===== src/rtl/err_sumup_pkg.sv =====
`default_nettype none
// ============================================================================
// Module  : err_sumup_pkg
// Purpose : Shared types and constants for the error sum-up scheduler.
//           The scheduler FSM state, burst/latency constants, the tag that
//           follows a burst through the datapath latency, and a lane-map
//           helper.
// Ports   : none (package)
// Rev     : 1.0  initial release
// ============================================================================
package err_sumup_pkg;

  localparam int LANES           = 16;
  localparam int BEATS_PER_BURST = 3;
  localparam int SUMUP_LAT       = 2;

  // Tag fields are sized for the largest supported configuration
  // (NUM_CN <= 16, OUTWIDTH <= 32); narrower values are zero-extended.
  localparam int CN_MAXW     = 4;
  localparam int THRESH_MAXW = 32;

  typedef enum logic [0:0] {
    IDLE  = 1'b0,
    BURST = 1'b1
  } state_t;

  typedef struct packed {
    logic [CN_MAXW-1:0]     cn;
    logic [THRESH_MAXW-1:0] thresh;
  } tag_t;

  // An all-zero map would leave the datapath window parked; lane 0 is
  // enabled instead (with zero data) so the beat still shifts the window.
  function automatic logic [LANES-1:0] map_or_shift(input logic [LANES-1:0] m);
    return (m == '0) ? LANES'(1) : m;
  endfunction

endpackage
`default_nettype wire


===== src/rtl/err_sumup_sched_if.sv =====
`default_nettype none
// ============================================================================
// Module  : err_sumup_sched_if
// Purpose : Bundles the checker-node beat handshake and the sum-up datapath
//           bus of the scheduler.
// Ports   : cn_vld_i/cn_rdy_o/cn_data_i/cn_map_i  checker-node side
//           sum_data_o/sum_map_o/sumup_i/sumup_en_i datapath side
//           modport master : scheduler view
//           modport slave  : environment (nodes + datapath) view
// Rev     : 1.0  initial release
// ============================================================================
interface err_sumup_sched_if #(
  parameter int NUM_CN        = 4,
  parameter int INWIDTH_DELTA = 20,
  parameter int OUTWIDTH      = 26
);
  logic [NUM_CN-1:0]                        cn_vld_i;
  logic [NUM_CN-1:0]                        cn_rdy_o;
  logic [NUM_CN-1:0][15:0][INWIDTH_DELTA-1:0] cn_data_i;
  logic [NUM_CN-1:0][15:0]                  cn_map_i;
  logic [15:0][INWIDTH_DELTA-1:0]           sum_data_o;
  logic [15:0]                              sum_map_o;
  logic [OUTWIDTH-1:0]                      sumup_i;
  logic                                     sumup_en_i;

  modport master (
    input  cn_vld_i, cn_data_i, cn_map_i, sumup_i, sumup_en_i,
    output cn_rdy_o, sum_data_o, sum_map_o
  );

  modport slave (
    output cn_vld_i, cn_data_i, cn_map_i, sumup_i, sumup_en_i,
    input  cn_rdy_o, sum_data_o, sum_map_o
  );
endinterface
`default_nettype wire


===== src/rtl/err_rr_arb.sv =====
`default_nettype none
// ============================================================================
// Module  : err_rr_arb
// Purpose : Round-robin arbiter. Search starts at the priority pointer; on
//           accept the pointer moves to the node after the winner.
// Ports   : clk, rstn     clock, synchronous active-low reset
//           req           request vector
//           accept        winner taken this cycle
//           gnt           one-hot grant
//           gnt_idx       grant index
//           gnt_vld       some request present
// Rev     : 1.0  initial release
// ============================================================================
module err_rr_arb #(
  parameter int NUM_CN = 4,
  localparam int CNW   = $clog2(NUM_CN)
) (
  input  logic              clk,
  input  logic              rstn,
  input  logic [NUM_CN-1:0] req,
  input  logic              accept,
  output logic [NUM_CN-1:0] gnt,
  output logic [CNW-1:0]    gnt_idx,
  output logic              gnt_vld
);

  logic [CNW-1:0] ptr;
  logic [CNW-1:0] cand;

  always_comb begin
    gnt     = '0;
    gnt_idx = '0;
    gnt_vld = 1'b0;
    cand    = '0;
    for (int i = 0; i < NUM_CN; i++) begin
      cand = CNW'((int'(ptr) + i) % NUM_CN);
      if (!gnt_vld && req[cand]) begin
        gnt_vld = 1'b1;
        gnt_idx = cand;
      end
    end
    gnt[gnt_idx] = gnt_vld;
  end

  always_ff @(posedge clk) begin
    if (!rstn) begin
      ptr <= '0;
    end else if (accept && gnt_vld) begin
      ptr <= (gnt_idx == CNW'(NUM_CN - 1)) ? '0 : gnt_idx + 1'b1;
    end
  end

endmodule
`default_nettype wire


===== src/rtl/err_sumup_sched.sv =====
`default_nettype none
// ============================================================================
// Module  : err_sumup_sched
// Purpose : Schedules 3-beat error bursts from NUM_CN checker nodes into the
//           shared 16-lane sum-up datapath, pairs each returned sum with its
//           node, compares it against the threshold sampled at grant and
//           keeps sticky per-node fault flags.
// Ports   : clk, rstn        clock, synchronous active-low reset
//           bus (master)     node handshake + datapath bus
//           cfg_thresh_i     fault threshold, sampled at grant
//           result_vld_o     one-cycle pulse per burst result
//           result_cn_o      node owning the result
//           result_sum_o     captured datapath sum
//           fault_o          sticky: node sum exceeded threshold
//           fault_clr_i      per-node fault clear
//           err_proto_o      sticky: datapath sum missing when due
// Rev     : 1.0  initial release
// ============================================================================
module err_sumup_sched
  import err_sumup_pkg::*;
#(
  parameter int NUM_CN        = 4,
  parameter int INWIDTH_DELTA = 20,
  parameter int OUTWIDTH      = 26,
  localparam int CNW          = $clog2(NUM_CN)
) (
  input  logic                clk,
  input  logic                rstn,
  err_sumup_sched_if.master   bus,
  input  logic [OUTWIDTH-1:0] cfg_thresh_i,
  output logic                result_vld_o,
  output logic [CNW-1:0]      result_cn_o,
  output logic [OUTWIDTH-1:0] result_sum_o,
  output logic [NUM_CN-1:0]   fault_o,
  input  logic [NUM_CN-1:0]   fault_clr_i,
  output logic                err_proto_o
);

  localparam int BEAT_W = $clog2(BEATS_PER_BURST);
  localparam logic [BEAT_W-1:0] LAST_BEAT = BEAT_W'(BEATS_PER_BURST - 1);

  state_t                state, state_nxt;
  logic [CNW-1:0]        gnt_cn;
  logic [NUM_CN-1:0]     gnt_oh;
  logic [BEAT_W-1:0]     beat;
  logic [OUTWIDTH-1:0]   thresh;

  logic [NUM_CN-1:0]     arb_req, arb_gnt;
  logic [CNW-1:0]        arb_idx;
  logic                  arb_vld, arb_acc;
  logic [NUM_CN-1:0]     rdy;
  logic                  xfer, last;

  logic [LANES-1:0][INWIDTH_DELTA-1:0] lane_data;
  logic [LANES-1:0]                    lane_map;

  tag_t                  pipe     [SUMUP_LAT];
  logic [SUMUP_LAT-1:0]  pipe_vld;
  logic                  capture, miss, over;
  logic [NUM_CN-1:0]     fault_set;

  err_rr_arb #(.NUM_CN(NUM_CN)) u_arb (
    .clk     (clk),
    .rstn    (rstn),
    .req     (arb_req),
    .accept  (arb_acc),
    .gnt     (arb_gnt),
    .gnt_idx (arb_idx),
    .gnt_vld (arb_vld)
  );

  // ---------------- FSM: next state, handshake, arbitration ----------------
  always_comb begin
    state_nxt = state;
    rdy       = '0;
    xfer      = 1'b0;
    last      = 1'b0;
    arb_req   = '0;
    arb_acc   = 1'b0;
    case (state)
      IDLE: begin
        arb_req = bus.cn_vld_i;
        if (arb_vld) begin
          arb_acc   = 1'b1;
          state_nxt = BURST;
        end
      end
      BURST: begin
        rdy  = gnt_oh;
        xfer = bus.cn_vld_i[gnt_cn];
        last = xfer && (beat == LAST_BEAT);
        if (last) begin
          // The grantee's vld in its final beat belongs to that beat, not to
          // a new request, so it sits out this re-arbitration.
          arb_req   = bus.cn_vld_i & ~gnt_oh;
          arb_acc   = arb_vld;
          state_nxt = arb_vld ? BURST : IDLE;
        end
      end
      default: state_nxt = IDLE;
    endcase
  end

  always_ff @(posedge clk) begin
    if (!rstn) begin
      state  <= IDLE;
      gnt_cn <= '0;
      gnt_oh <= '0;
      beat   <= '0;
      thresh <= '0;
    end else begin
      state <= state_nxt;
      if (arb_acc && arb_vld) begin
        gnt_cn <= arb_idx;
        gnt_oh <= arb_gnt;
        thresh <= cfg_thresh_i;
      end
      if (last)      beat <= '0;
      else if (xfer) beat <= beat + 1'b1;
    end
  end

  assign bus.cn_rdy_o = rdy;

  // ---------------- Datapath drive ----------------
  // No transfer: all-zero map so the datapath window holds.
  always_comb begin
    lane_data = '0;
    lane_map  = '0;
    if (xfer) begin
      lane_map = map_or_shift(bus.cn_map_i[gnt_cn]);
      if (bus.cn_map_i[gnt_cn] != '0) lane_data = bus.cn_data_i[gnt_cn];
    end
  end

  assign bus.sum_data_o = lane_data;
  assign bus.sum_map_o  = lane_map;

  // ---------------- Tag pipe and result pairing ----------------
  // A tag enters on the final beat and reaches the last stage exactly when
  // the datapath's sum for that burst is due.
  always_ff @(posedge clk) begin
    if (!rstn) begin
      pipe_vld <= '0;
      for (int i = 0; i < SUMUP_LAT; i++) pipe[i] <= '0;
    end else begin
      pipe_vld <= {pipe_vld[SUMUP_LAT-2:0], last};
      pipe[0]  <= '{cn: CN_MAXW'(gnt_cn), thresh: THRESH_MAXW'(thresh)};
      for (int i = 1; i < SUMUP_LAT; i++) pipe[i] <= pipe[i-1];
    end
  end

  assign capture = pipe_vld[SUMUP_LAT-1] &  bus.sumup_en_i;
  assign miss    = pipe_vld[SUMUP_LAT-1] & ~bus.sumup_en_i;
  assign over    = THRESH_MAXW'(bus.sumup_i) > pipe[SUMUP_LAT-1].thresh;

  always_comb begin
    fault_set = '0;
    for (int c = 0; c < NUM_CN; c++) begin
      fault_set[c] = capture && over && (pipe[SUMUP_LAT-1].cn == CN_MAXW'(c));
    end
  end

  always_ff @(posedge clk) begin
    if (!rstn) begin
      result_vld_o <= 1'b0;
      result_cn_o  <= '0;
      result_sum_o <= '0;
      fault_o      <= '0;
      err_proto_o  <= 1'b0;
    end else begin
      result_vld_o <= capture;
      if (capture) begin
        result_cn_o  <= CNW'(pipe[SUMUP_LAT-1].cn);
        result_sum_o <= bus.sumup_i;
      end
      // Set is OR-ed after the clear so a same-cycle set wins.
      fault_o     <= (fault_o & ~fault_clr_i) | fault_set;
      err_proto_o <= err_proto_o | miss;
    end
  end

endmodule
`default_nettype wire

===== src/flat_wrapper.sv =====
// flat-port wrapper written by rule: the top's interface ports become plain ports
module err_sumup_sched_flat import err_sumup_pkg::*;
#(
  parameter int NUM_CN        = 4,
  parameter int INWIDTH_DELTA = 20,
  parameter int OUTWIDTH      = 26,
  localparam int CNW          = $clog2(NUM_CN)
)
  (clk, rstn, cfg_thresh_i, result_vld_o, result_cn_o, result_sum_o, fault_o, fault_clr_i, err_proto_o, bus_cn_vld_i, bus_cn_data_i, bus_cn_map_i, bus_sumup_i, bus_sumup_en_i, bus_cn_rdy_o, bus_sum_data_o, bus_sum_map_o);
  err_sumup_sched_if #(.NUM_CN(NUM_CN), .INWIDTH_DELTA(INWIDTH_DELTA), .OUTWIDTH(OUTWIDTH)) bus_i ();
  input  logic clk;
  input  logic rstn;
  input  logic [OUTWIDTH-1:0] cfg_thresh_i;
  output logic result_vld_o;
  output logic [CNW-1:0] result_cn_o;
  output logic [OUTWIDTH-1:0] result_sum_o;
  output logic [NUM_CN-1:0] fault_o;
  input  logic [NUM_CN-1:0] fault_clr_i;
  output logic err_proto_o;
  input wire logic [$bits(bus_i.cn_vld_i)-1:0] bus_cn_vld_i;
  input wire logic [$bits(bus_i.cn_data_i)-1:0] bus_cn_data_i;
  input wire logic [$bits(bus_i.cn_map_i)-1:0] bus_cn_map_i;
  input wire logic [$bits(bus_i.sumup_i)-1:0] bus_sumup_i;
  input wire logic [$bits(bus_i.sumup_en_i)-1:0] bus_sumup_en_i;
  output wire logic [$bits(bus_i.cn_rdy_o)-1:0] bus_cn_rdy_o;
  output wire logic [$bits(bus_i.sum_data_o)-1:0] bus_sum_data_o;
  output wire logic [$bits(bus_i.sum_map_o)-1:0] bus_sum_map_o;
  assign bus_i.cn_vld_i = bus_cn_vld_i;
  assign bus_i.cn_data_i = bus_cn_data_i;
  assign bus_i.cn_map_i = bus_cn_map_i;
  assign bus_i.sumup_i = bus_sumup_i;
  assign bus_i.sumup_en_i = bus_sumup_en_i;
  assign bus_cn_rdy_o = bus_i.cn_rdy_o;
  assign bus_sum_data_o = bus_i.sum_data_o;
  assign bus_sum_map_o = bus_i.sum_map_o;
  err_sumup_sched #(.NUM_CN(NUM_CN), .INWIDTH_DELTA(INWIDTH_DELTA), .OUTWIDTH(OUTWIDTH)) u_core (.clk(clk), .rstn(rstn), .bus(bus_i), .cfg_thresh_i(cfg_thresh_i), .result_vld_o(result_vld_o), .result_cn_o(result_cn_o), .result_sum_o(result_sum_o), .fault_o(fault_o), .fault_clr_i(fault_clr_i), .err_proto_o(err_proto_o));
endmodule

===== config.mk =====
export PLATFORM = sky130hd
export DESIGN_NAME = err_sumup_sched_flat
export DESIGN_NICKNAME = d
export VERILOG_FILES = /design/src/rtl/err_sumup_pkg.sv /design/src/rtl/err_sumup_sched_if.sv /design/src/rtl/err_rr_arb.sv /design/src/rtl/err_sumup_sched.sv /design/src/flat_wrapper.sv
export SDC_FILE = /design/constraint.sdc
export NUM_CORES = 1
export LEC_CHECK = 0
export ABC_CLOCK_PERIOD_IN_PS = 6100
export BUFFER_PORTS_ARGS = -buffer_cell sky130_fd_sc_hd__buf_2
export CAP_MARGIN = 20
export CORE_AREA = 2 2 702 704
export CTS_CLUSTER_DIAMETER = 40
export DETAILED_ROUTE_END_ITERATION = 8
export DIE_AREA = 0 0 704 706
export MAX_ROUTING_LAYER = met4
export PLACE_DENSITY_LB_ADDON = 0.2
export SETUP_SLACK_MARGIN = 0.3
export SLEW_MARGIN = 20
export SYNTH_ARGS = -nofsm -noshare
export SYNTH_HDL_FRONTEND = slang
export SYNTH_SLANG_ARGS = --single-unit

===== constraint.sdc =====
create_clock -name clk -period 6.1 [get_ports clk]
set_input_delay 1.22 -clock clk [delete_from_list [all_inputs] [get_ports clk]]
set_output_delay 1.22 -clock clk [all_outputs]
set_load 0.03 [all_outputs]

======== After elaboration in Yosys (flattened, before gate mapping) ========
Memory sizes are Yosys's and may differ from the RTL's.
Cells that the tools add are included.
operators by class
  bitwise operators ....................... 14
  equal/unequal tests ..................... 5
  multiplexer cells ....................... 43
  order comparisons ....................... 8
  $add $sub $neg .......................... 5
  reduce and logical (&&, ||, !) cells .... 18
operators with widths
  kind                 count
  $mux 320             3
  $bmux 320 s2         1
  $mux 36              2
  $mux 16              3
  $bmux 16 s2          1
  $gt 26x32->1         1
  $lt 2x3->1 const B   6
  $mux 1               17
  $logic_not 16->1     1
  $reduce_bool 16->1   1
  $and 4x4->4          3
  $logic_and 1x1->1    11
  $bmux 1 s2           5
  $mux 2               5
  $eq 4x2->1 const B   2
  $mux 4               2
  $not 4->4            2
  $pmux 4 s2           1
  $add 2x1->2 const B  3
  $add 2x2->2 const B  2
  $eq 2x2->1 const B   2
  $eq 4x1->1 const B   1
  $logic_not 4->1      1
  $or 4x4->4           1
  other kinds (8)      16
word-level totals
  output and inout port bits .............. 374
  memory bits (writable) .................. 72
  bits in registers ....................... 73
  word-level logic and storage cells ...... 106
  input port bits ......................... 1407
  memories ................................ 1
memory list
  name         depth  bits a word  read ports  clocked after Yosys merged registers in  write ports  line                   RTL
  u_core.pipe  2      36           2           0                                        2            err_sumup_sched.sv:57  tag_t pipe [SUMUP_LAT];

======== Logic depth before layout (Yosys ltp) ========
  depth in word-level cells ............... 22
  gate-level depth with buffers ........... 11
  depth with buffers taken out ............ 11

======== Cells and area by module ========
From an unflattened synthesis, not the netlist that was laid out.
second synthesis, totals
  cells, all modules ...................... 1368
  area total of the unflattened synthesis .. 15346.0 um2
modules (own cells, without submodules)
  module           sequential area each (um2)  area an instance (um2)  times used  cells an instance
  err_sumup_sched  2542.4                      15092.0                 1           1337
  err_rr_arb       40.0                        254.0                   1           31

======== Worst setup path after synthesis ========
OpenSTA, ideal clock, no wires.
  path kind ............................... input -> output
  from .................................... input bus_cn_map_i[26]
  to ...................................... output bus_sum_data_o[284]
  data required time ...................... 4.880 ns
  arrival time ............................ 2.871 ns
  path slack .............................. 2.009 ns
  stages .................................. 8
  buffers on the path ..................... 3
  cells stage by stage .................... mux4_2 nor4_1 and4_1 or2_2 buf_4 buf_4 buf_4 nor2b_1
between the ends
  longest elaborated chain between the ends .. 5
RTL lines
  element                        line                    RTL
  from (decl)                    flat_wrapper.sv:22      input wire logic [$bits(bus_i.cn_map_i)-1:0] bus_cn_map_i;
  $bmux 16 s2                    err_sumup_sched.sv:132  if (bus.cn_map_i[gnt_cn] != '0) lane_data = bus.cn_data_i[gnt_cn];
  $mux 16 (implied by the code)  err_sumup_sched.sv:132
  $reduce_bool 16->1             err_sumup_sched.sv:132
  $mux 320                       err_sumup_sched.sv:132
  $mux 320                       err_sumup_sched.sv:130  if (xfer) begin
  to (decl)                      flat_wrapper.sv:26      output wire logic [$bits(bus_i.sum_data_o)-1:0] bus_sum_data_o;
No other way between the ends. The select of a mux whose other input is x is not followed.

======== Worst setup path in the final report ========
  from .................................... register u_core.gnt_cn[0]
  to ...................................... output bus_sum_data_o[51]
between the ends
  longest elaborated chain between the ends .. 5
  elaborated cells on any way between the ends .. 10
  classes of those cells .................. 9 x mux; 1 x reduce/logical
RTL lines
  element                        line                    RTL
  from (decl)                    err_sumup_sched.sv:43   logic [CNW-1:0] gnt_cn;
  from (signal assigned)         err_sumup_sched.sv:114  gnt_cn <= arb_idx;
  $bmux 16 s2                    err_sumup_sched.sv:132
  $mux 16 (implied by the code)  err_sumup_sched.sv:132
  $reduce_bool 16->1             err_sumup_sched.sv:132
  $mux 320                       err_sumup_sched.sv:132
  $mux 320 (*)                   err_sumup_sched.sv:130
Mark *: on every way between the ends. The rest lies on a longest branch, timed or not. The select of a mux whose other input is x is not followed.

==> metrics.log <==
[metrics] CP max-delay cell: dfxtp_4
[metrics] setup violators final: 0
[metrics] maximum resistive drop on vdd: 150.0 µV
[metrics] TritonCTS Buffers: 17
[metrics] Min Clock Period, post-route: 5.390 ns
[metrics] combinational share of power: 0.685
[metrics] slew at the pin closest to its max-slew limit: 1.081 ns
[metrics] syn avg cell area: roughly 11 µm²
[metrics] Root Buffer Master: clkbuf_16
[metrics] category of cells accounting for the largest share of critical-path delay: simple AND/OR/NAND/NOR gates
[metrics] clock slew at reported path FFs: 0.07 ns
[metrics] Cell Area, Placed: 32320 µm²
[metrics] row count: 257
[metrics] category of the critical setup timing path: flip-flop to output port
[metrics] TritonCTS clock tree: done
[metrics] largest net degree at the start of global routing: 100
[metrics] H-tree depth: 4
[metrics] area growth from synthesis to layout: 120.1%
[metrics] RSZ-0062 raised after global routing: false
[metrics] max-slew headroom at the worst pin: 0.2796
[metrics] number of cells produced by synthesis: 1384
[metrics] area occupied by registers: 2590 µm²
[metrics] Psw: 3.563 mW
[metrics] type of origin of the critical path: flip-flop
[metrics] post-cts resize count: 0
[metrics] cell-by-cell trace of the critical path: mux4_2 > nor4_1 > and4_1 > or2_4 > buf_12 > buf_12 > nor2b_1 > buf_2
[metrics] proportion of layout cells with a drive suffix above 1: 0.7088
[metrics] Data arrival, critical path: 4.17 ns
[metrics] result of the run: completed
[metrics] Final Max Slew Viols: 0
[metrics] top flip-flop cell by instance count after synthesis: dfxtp_1
[metrics] Via-to-Cell Ratio: 2.359
[metrics] number of global-route vias before repair: ~22k
[metrics] portion of total power attributed to the clock network: 0.174
[metrics] wire length of the first global-routing pass: 507.6 mm
[metrics] final critical-path share of the clock period: 0.8837
[metrics] post-synth net total: roughly 2.8k
[metrics] IO Count: 1781
[metrics] Worst setup EP type: output port
[metrics] clk sink count: 129
[metrics] Routed Antenna Nets: 0
[metrics] Cell Pwr Density: approximately 200 nW/µm²
[metrics] total via count after detailed routing: 23.68k
[metrics] Internal Power: 3.173 mW
[metrics] highest fanout seen on the critical path: 57
[metrics] post-route cell area: 34120 µm²
[metrics] worst-case clock buffer depth: 2
[metrics] Max-cap violations: 0
[metrics] area occupied by multi-input gates: 12080 µm²
[metrics] Layout Skew: between 0.02 and 0.025 ns
[metrics] Initial DRC Count: approximately 1.7k
[metrics] Ys Warns: 0
[metrics] width of the die: 704 µm
[metrics] Worst-Skew Late Latency: 0.49 ns
[metrics] post-synthesis instance area: 15500 µm²
[metrics] CP Buf/Inv Count: 3
[metrics] Core Area: about 490000 µm²
[metrics] overall routed net length: 454.5 mm
[metrics] number of buffers inserted to repair setup after CTS: 0
[metrics] detail-routed net length per standard cell: approximately 45 µm
[metrics] full die area: around 500000 µm²
[metrics] effective utilization at floorplan: 0.03170
[metrics] hold-fix buffers at CTS: 0
[metrics] final cell utilization of the core: 0.06977
[metrics] Max Fclk: about 190 MHz
[metrics] static leakage: roughly 13 nW
[metrics] fillers: 57.66k
[metrics] path class of the lowest-slack min-delay path: flip-flop to flip-flop
[metrics] final weighted congestion in routability-driven placement: around 1
[metrics] drc violations: 0
[metrics] hpwl dp: 435.1 mm
[metrics] floorplan die height: 706 µm
[metrics] global router's overall resource usage: 0.1815
[metrics] sequential-to-total area share from yosys stat: 0.1666
[metrics] total count of hold-check failures in the final report: 0
[metrics] detailed-router iteration count before antenna repair: 5
[metrics] part of the total power dissipated in sequential elements: 0.141
[metrics] port buffer count: 1780
[metrics] Critical Path Max Stage Delay: 0.80 ns
[metrics] most common cell type on the critical path: buf_12
[metrics] net total in the final layout: 4519
[metrics] Yosys reg bits: 129
[metrics] Net Sw Frac: 0.5290
[metrics] count of different cell masters after synthesis: 42
[metrics] Worst EP required: 4.88 ns
[metrics] total gr overflow: 0
[metrics] antenna violations before repair: 708
[metrics] proportion of register bits with asynchronous set or reset after synthesis: 0
[metrics] number of flops mapped to enable cells by yosys: 0
[metrics] setup TNS: 0 ns
-- area by class of cell --
class                           instances  area share
Clock buffer                           20     0.01309
Sequential cell                       129     0.07590
Clock inverter                         12    0.005317
Antenna cell                          469     0.03439
Timing Repair Buffer                 1820      0.2749
Tap cell                             6475      0.2374
Inverter                               47    0.005170
Multi-Input combinational cell       1066      0.3539
-- kinds of logic after synthesis --
kind of cell               count (synthesis)  share of synthesized area
AOI/OAI and AO/OA                        113                    0.05246
adders and majority gates                 31                    0.02502
buffers and inverters                    189                    0.05537
DFF                                      129                     0.1666
muxes                                    340                     0.4907
and+or+nand+nor                          582                     0.2098
-- cells in the final DEF, fill, tap and decap left out, types with 3 or more instances in the layout --
master	count
nor2_1	26
a21boi_0	64
nand3b_1	5
mux4_2	336
nand4_1	6
a21oi_1	12
dfxtp_1	127
and2_1	61
o21a_1	3
o21ai_0	7
buf_4	30
a211oi_1	3
diode_2	469
nor2b_1	325
bufinv_16	4
a21o_1	4
a22o_1	3
clkbuf_16	17
inv_1	47
buf_2	1777
nand2_1	128
mux2i_1	4
ha_1	31
o211ai_1	3
nor3_1	6
nand2b_1	8
buf_12	13
clkinv_4	3
nor4_1	8
-- per-stage QoR --
stage	power [mW]	hold WS (ns)	std cells	setup WS, ns
final	6.736	0.4297	10040	0.7096
after global routing	7.012	0.4399	9971	0.4044
after floorplan	3.032	0.4119	1384	2.009
after CTS	7.000	0.4279	9569	0.4345
after global placement	5.807	0.4174	9537	0.6504
after detailed placement	5.785	0.4211	9537	0.7114
-- worst paths after layout --
| check | startpoint | end | slack (ns) | cells after the start |
|---|---|---|---|---|
| max | u_core.gnt_cn[0]$_SDFFE_PN0P_ | bus_sum_data_o[51] | 0.71 | 8 |
| min | u_core.pipe[0][14]$_SDFF_PN0_ | u_core.pipe[0][50]$_SDFF_PN0_ | 0.43 | 1 |
| max reg2reg | u_core.gnt_cn[0]$_SDFFE_PN0P_ | u_core.u_arb.ptr[0]$_SDFFE_PN0P_ | 2.03 | 9 |
| min reg2reg | u_core.pipe[0][14]$_SDFF_PN0_ | u_core.pipe[0][50]$_SDFF_PN0_ | 0.43 | 1 |
-- power by group through the flow --
stage,combinational [mW],sequential [mW],clock (mW)
floorplan,2.12,0.912,0
global placement,4.83,0.973,0
detailed placement,4.81,0.972,0
CTS,4.82,0.953,1.23
global route,4.80,0.958,1.25
finish,4.61,0.949,1.17
-- cells in the mapped netlist (2+ instances only) --
cell	n	area [µm²]
a211oi_1	3	22.52
a21boi_0	64	480.5
a21o_1	4	30.03
a21oi_1	12	60.06
a22o_1	3	26.28
a2bb2oi_1	2	17.52
and2_1	62	387.9
and3_1	2	12.51
buf_1	10	37.54
buf_2	26	130.1
buf_4	9	67.56
buf_6	11	123.9
clkbuf_1	86	322.8
dfxtp_1	129	2582
ha_1	31	387.9
inv_1	47	176.4
mux2i_1	4	40.04
mux4_2	336	7567
nand2_1	128	480.5
nand2b_1	8	50.05
nand3b_1	5	37.54
nand4_1	6	37.54
nor2_1	27	101.4
nor2b_1	326	2039
nor3_1	6	30.03
nor4_1	8	50.05
o211ai_1	3	22.52
o21a_1	3	22.52
o21ai_0	7	35.03
o221ai_1	2	17.52
o22ai_1	2	12.51
or2_2	2	12.51
-- sequential cells by signal, summed over array words and instances (netlist names) --
name / flops
u_core.u_arb.ptr: 2
u_core.err_proto_o: 1
u_core.result_sum_o: 26
u_core.gnt_oh: 4
u_core.beat: 2
u_core.result_cn_o: 2
u_core.gnt_cn: 2
u_core.state: 1
u_core.thresh: 26
u_core.fault_o: 4
u_core.pipe: 56
u_core.result_vld_o: 1
u_core.pipe_vld: 2
-- worst register-to-register path, delay by kind of cell (launching register included) --
family,cells,cell delay (ns)
AND/OR/NAND/NOR,2,0.25
adder cells (fa/ha/maj),1,0.26
flip-flops,1,0.80
AO/OA/AOI/OAI,4,1.68
buffers and inverters,2,0.97
-- per-layer routing --
| metal | routed length [µm] | vias up | GRT usage |
|---|---|---|---|
| met5 | 0 | - | - |
| met3 | 40230 | 755 | 0.06039 |
| met4 | 7997 | 0 | 0.01088 |
| li1 | - | 9209 | - |
| met1 | 181400 | 11490 | 0.2091 |
| met2 | 224900 | 2225 | 0.3182 |
Power figures use the tool's default switching activity.
